===== config.mk =====
export PLATFORM = sky130hd
export DESIGN_NAME = uart_tx_arbiter
export DESIGN_NICKNAME = d
export VERILOG_FILES = /design/src/rtl/uart_arb_pkg.sv /design/src/rtl/uart_rr_picker.sv /design/src/rtl/uart_tx_arbiter.sv
export SDC_FILE = /design/constraint.sdc
export NUM_CORES = 1
export LEC_CHECK = 0
export ABC_CLOCK_PERIOD_IN_PS = 2200
export BUFFER_PORTS_ARGS = -buffer_cell sky130_fd_sc_hd__buf_4
export CAP_MARGIN = 0
export CORE_MARGIN = 2
export CORE_UTILIZATION = 44
export DETAILED_ROUTE_END_ITERATION = 10
export GPL_ROUTABILITY_DRIVEN = 0
export PLACE_DENSITY = 0.67
export SYNTH_ARGS = -nofsm -noshare
export SYNTH_HDL_FRONTEND = slang
export SYNTH_HIERARCHICAL = 1
export SYNTH_SLANG_ARGS = --single-unit

===== constraint.sdc =====
create_clock -name clk -period 2.2 [get_ports clk]
set_input_delay 0.33 -clock clk [delete_from_list [all_inputs] [get_ports clk]]
set_output_delay 0.33 -clock clk [all_outputs]
set_load 0.01 [all_outputs]

===== src/rtl/uart_arb_pkg.sv =====
// Shared types and defaults for the UART TX arbiter: FSM states, byte width and
// the watchdog period derived from the PLL clock.
package uart_arb_pkg;

    typedef enum logic {
        IDLE = 1'b0,
        SEND = 1'b1
    } state_t;

    localparam int DATA_W_DEFAULT = 8;

    localparam int CLK_FREQ_HZ            = 27_750_000;
    localparam int WATCHDOG_MS            = 10;
    localparam int TIMEOUT_CYCLES_DEFAULT = (CLK_FREQ_HZ / 1000) * WATCHDOG_MS;

endpackage


===== src/rtl/uart_rr_picker.sv =====
// Combinational round-robin picker: first set request at or after rr_ptr,
// ascending and wrapping, returned as a one-hot grant plus its index.
module uart_rr_picker
    import uart_arb_pkg::*;
#(
    parameter int NUM_REQ = 2,
    parameter int IDX_W   = (NUM_REQ > 1) ? $clog2(NUM_REQ) : 1
) (
    input  logic [NUM_REQ-1:0] req,
    input  logic [IDX_W-1:0]   rr_ptr,
    output logic [NUM_REQ-1:0] gnt,
    output logic [IDX_W-1:0]   idx
);

    logic             found;
    logic [IDX_W-1:0] k;

    always_comb begin
        gnt   = '0;
        idx   = '0;
        found = 1'b0;
        k     = '0;
        for (int off = 0; off < NUM_REQ; off++) begin
            k = IDX_W'((int'(rr_ptr) + off) % NUM_REQ);
            if (!found && req[k]) begin
                found  = 1'b1;
                gnt[k] = 1'b1;
                idx    = k;
            end
        end
    end

endmodule


===== src/rtl/uart_tx_arbiter.sv =====
// Shares one UART TX byte stream between NUM_REQ requesters with round-robin
// arbitration, packet locking until the last byte, and a stall watchdog.
module uart_tx_arbiter
    import uart_arb_pkg::*;
#(
    parameter int NUM_REQ        = 2,
    parameter int DATA_W         = DATA_W_DEFAULT,
    parameter int TIMEOUT_CYCLES = TIMEOUT_CYCLES_DEFAULT
) (
    input  logic                      clk,
    input  logic                      rst_n,
    input  logic [NUM_REQ-1:0]        req_valid_i,
    input  logic [NUM_REQ*DATA_W-1:0] req_data_i,
    input  logic [NUM_REQ-1:0]        req_last_i,
    output logic [NUM_REQ-1:0]        req_ready_o,
    output logic                      tx_valid_o,
    output logic [DATA_W-1:0]         tx_data_o,
    input  logic                      tx_ready_i,
    output logic [NUM_REQ-1:0]        grant_o,
    output logic                      busy_o,
    output logic                      timeout_o
);

    localparam int IDX_W = (NUM_REQ > 1) ? $clog2(NUM_REQ) : 1;
    localparam int WD_W  = (TIMEOUT_CYCLES > 0) ? $clog2(TIMEOUT_CYCLES + 1) : 1;
    localparam logic [WD_W-1:0] WD_LAST = WD_W'((TIMEOUT_CYCLES > 0) ? TIMEOUT_CYCLES - 1 : 0);

    state_t            state;
    state_t            next_state;
    logic [IDX_W-1:0]  rr_ptr;
    logic [IDX_W-1:0]  owner_idx;
    logic [IDX_W-1:0]  next_ptr;
    logic [WD_W-1:0]   wdog;
    logic [NUM_REQ-1:0] pick_gnt;
    logic [IDX_W-1:0]  pick_idx;
    logic              owner_valid;
    logic              owner_last;
    logic [DATA_W-1:0] owner_data;
    logic              out_free;
    logic              accept;
    logic              packet_done;
    logic              wd_fire;

    uart_rr_picker #(
        .NUM_REQ (NUM_REQ),
        .IDX_W   (IDX_W)
    ) u_picker (
        .req    (req_valid_i),
        .rr_ptr (rr_ptr),
        .gnt    (pick_gnt),
        .idx    (pick_idx)
    );

    // grant_o is one-hot on the owner, so masking with it selects the owner's lanes.
    always_comb begin
        owner_data = '0;
        for (int k = 0; k < NUM_REQ; k++) begin
            if (grant_o[k]) begin
                owner_data = owner_data | req_data_i[k*DATA_W +: DATA_W];
            end
        end
    end

    assign owner_valid = |(req_valid_i & grant_o);
    assign owner_last  = |(req_last_i & grant_o);

    // Handshake: a byte moves on any cycle where both valid and ready are high;
    // the owner's ready follows the output register being empty or draining.
    assign out_free    = !tx_valid_o || tx_ready_i;
    assign req_ready_o = (state == SEND && out_free) ? grant_o : '0;
    assign accept      = (state == SEND) && owner_valid && out_free;
    assign packet_done = accept && owner_last;
    assign wd_fire     = (TIMEOUT_CYCLES > 0) && (state == SEND) && !owner_valid && (wdog == WD_LAST);
    assign next_ptr    = (owner_idx == IDX_W'(NUM_REQ - 1)) ? '0 : owner_idx + 1'b1;
    assign busy_o      = (state == SEND) || tx_valid_o;

    always_ff @(posedge clk or negedge rst_n) begin
        if (!rst_n) state <= IDLE;
        else        state <= next_state;
    end

    always_comb begin
        next_state = state;
        case (state)
            IDLE:    if (|req_valid_i) next_state = SEND;
            SEND:    if (packet_done || wd_fire) next_state = IDLE;
            default: next_state = IDLE;
        endcase
    end

    always_ff @(posedge clk or negedge rst_n) begin
        if (!rst_n) begin
            grant_o   <= '0;
            owner_idx <= '0;
            rr_ptr    <= '0;
            wdog      <= '0;
            timeout_o <= 1'b0;
        end else begin
            timeout_o <= wd_fire;
            if (state == IDLE) begin
                wdog <= '0;
                if (|req_valid_i) begin
                    grant_o   <= pick_gnt;
                    owner_idx <= pick_idx;
                end
            end else if (packet_done || wd_fire) begin
                grant_o <= '0;
                rr_ptr  <= next_ptr;
                wdog    <= '0;
            end else if (accept) begin
                wdog <= '0;
            end else if (!owner_valid && TIMEOUT_CYCLES > 0) begin
                wdog <= wdog + 1'b1;
            end
        end
    end

    // A revoked grant does not flush the output register; it drains normally.
    always_ff @(posedge clk or negedge rst_n) begin
        if (!rst_n) begin
            tx_valid_o <= 1'b0;
            tx_data_o  <= '0;
        end else if (accept) begin
            tx_valid_o <= 1'b1;
            tx_data_o  <= owner_data;
        end else if (tx_ready_i) begin
            tx_valid_o <= 1'b0;
        end
    end

endmodule


==> impl_results.md <==
* Endpoints failing hold at 0
* Layout cells sized above 1 at 26.1%
* VDD IR max at 0.592 mV
* CP Capture Point: rr_ptr$_DFFE_PN0P_
* Sum Neg Setup Slack at 0 ps
* Fmax at 523 MHz
* Final Cell Area at 2230 um^2
* Measured slew at the worst slew-check pin at 644 ps
* Status: complete, no violations
* Final period util at 86.8%
* Number of primary I/O pins at 38
* Routed Antenna Nets at 0
* CTS Sinks at 34
* Slowest cell on the critical path: nor4_2
* Worst-path cell chain: and4bb_1, nand4_2, nor4_2, o21bai_2, mux2i_1
* Synth area leader: dfrtp_1
* P per Cell Area at 965 nW/um^2
* Leakage at 0.00105 uW
* CTS buffer count at 5
* Yosys warning total at 6
* Crit path buf inv count at 0
* Total GRT Usage at 20.4%
* CTS tree: yes
* WL final at 4180 um
* Placed insts at 273
* Initial antenna violation count at 0
* DP Wirelength at 3140 um
* Reg2Reg Depth at 5
* Die width at 67.2 um
* Critical path data required time at 2410 ps
* N_diodes at 0
* Synth Flop Type: dfrtp_1
* Row count at 22
* Minimum clock period at 1910 ps
* Max-cap violation count at 0
* Reg2reg end: rr_ptr$_DFFE_PN0P_
* Startpoint Class: flip-flop
* Starting Density at 47.0%
* Delay-heaviest family, CP: simple AND/OR/NAND/NOR gates
* Fin. max-slew vios at 0
* RSZ-0062 raised after global routing: no
* PostCTS Resize Cnt at 0
* Crit. End Element: flip-flop
* Largest net degree at the start of global routing at 35
* CTS Root Cell: clkbuf_8
* Longest Clk Path Bufs at 2
* Synth top area cells: dfrtp_1, nor2_1, nand2_1
* Post-synth EDFFs at 0
* Core ar. at 3740 um^2
* Crit path from: wdog[15]$_DFFE_PN0P_
* Wire per inst at 14.8 um
* Vias in the first global route at 1461
* Port bufs at 37
* Fin nets at 257
* Residual DRC at 0
* TritonRoute pass-1 iters at 4
* Yosys top cell area share at 48.4%
* Placed Instance Area at 2110 um^2
* Hold Path Class: input port to flip-flop
* Global route total overflow at 0
* Crit Path Category: flip-flop to flip-flop
* Post-Synthesis Cells at 189
* Synth unique cells at 40
* Post-Syn Area at 1760 um^2
* Global-route wire length before repair at 6800 um
* Seq/Total Area, Yosys at 48.4%
* R2R Setup Slk at 290 ps
* Clock transition at the registers of the reported paths at 60 ps
* Die Y at 67.2 um
* Synth-to-Final Area Change at 26.9%
* Non-filler cells, final at 282
* Synth Register Bits at 34
* Reg-to-reg startpoint: wdog[15]$_DFFE_PN0P_
* Initial DRC count at 111
* WP data arrival at 2120 ps
* Crit path max fanout at 4
* CP Depth at 5
* Max_slew headroom at 57.1%
* Ys async rst share at 100%
* Syn avg cell area at 9.31 um^2
* Via count at 1555
* CP peak stage delay at 470 ps
* Die area at 4520 um^2
* Syn_nets at 213
* HP Start: req_data_i[8]
* Skew final at 6.14 ps
* Clock Latency Late Sink at 290 ps
* H-tree levels at 2
* Synth top cells by count: dfrtp_1, nor2_1, nand2_1, nand3_1, o21ai_0
* Final setup violation count at 0
* Most common cell in the netlist: dfrtp_1
* Drt via density at 5.51
-- area by class of cell --
| cell class | instances | area, um^2 |
|---|---|---|
| Sequential cell | 34 | 851 |
| Tap cell | 48 | 60.1 |
| Clock buffer | 8 | 110 |
| Inverter | 3 | 11.3 |
| Multi-Input combinational cell | 144 | 860 |
| Fill cell | 338 | 1510 |
| Timing Repair Buffer | 45 | 340 |
-- sequential cells by signal (all words and copies together), names as in the netlist --
signal	count
owner_idx	1
rr_ptr	1
state	1
wdog	19
tx_data_o	8
timeout_o	1
tx_valid_o	1
grant_o	2
-- kinds of logic after synthesis --
logic type,Yosys count,synth area share [%]
DFF,34,48.4
buffers and inverters,11,2.77
and+or+nand+nor,86,24.3
adders and majority gates,1,0.711
muxes,2,1.14
AOI/OAI and AO/OA,46,18.3
xor gates and xnor gates,9,4.48
-- layout by cell type, fill, tap and decap left out, drive strengths merged, types with 5 or more instances in the layout --
| cell type | Yosys | layout |
|---|---|---|
| a21oi | 8 | 8 |
| a22oi | 10 | 10 |
| and3 | 5 | 5 |
| buf | 1 | 44 |
| clkbuf | 7 | 8 |
| dfrtp | 34 | 34 |
| nand2 | 24 | 24 |
| nand3 | 10 | 10 |
| nand4 | 6 | 6 |
| nor2 | 25 | 25 |
| o21ai | 14 | 14 |
| xor2 | 7 | 7 |
-- what timing repair did --
item / CTS / global route
setup buffers: 0 / 0
hold buffers: 1 / 0
hold endpoints to repair: 4 / 0
-- worst min path at each step --
stage | depth (start not counted) | end
2_1_floorplan | 0 | grant_o[0]$_DFFE_PN0P_
3_3_place_gp | 1 | wdog[1]$_DFFE_PN0P_
3_5_place_dp | 1 | wdog[1]$_DFFE_PN0P_
4_1_cts | 3 | tx_data_o[0]$_DFFE_PN0P_
5_1_grt | 3 | tx_data_o[5]$_DFFE_PN0P_
6_report | 3 | tx_data_o[0]$_DFFE_PN0P_
-- routing by layer --
layer	GRT usage, %	wire length, um
met5	0	0
met1	27.8	1880
met3	5.50	188
met4	7.91	63
met2	30.8	2040
-- stage by stage --
step	hold WS, ps	setup WS [ps]	util, %	power, uW
4_1_cts	322	265	59.6	2170
3_3_place_gp	301	282	56.4	1600
2_1_floorplan	34.4	425	-	1310
3_5_place_dp	308	261	56.4	1640
5_1_grt	340	161	59.6	2310
6_report	328	290	59.6	2150
-- where the power goes --
group | internal [uW] | switching, uW
logic | 337 | 406
clock network | 316 | 220
registers | 754 | 121
-- tightest hold or removal path: stages --
cell     delay [ps]
buf_4            80
a22oi_1          60
o21ai_1         110
Note: power is estimated with default switching activity, not from simulation.
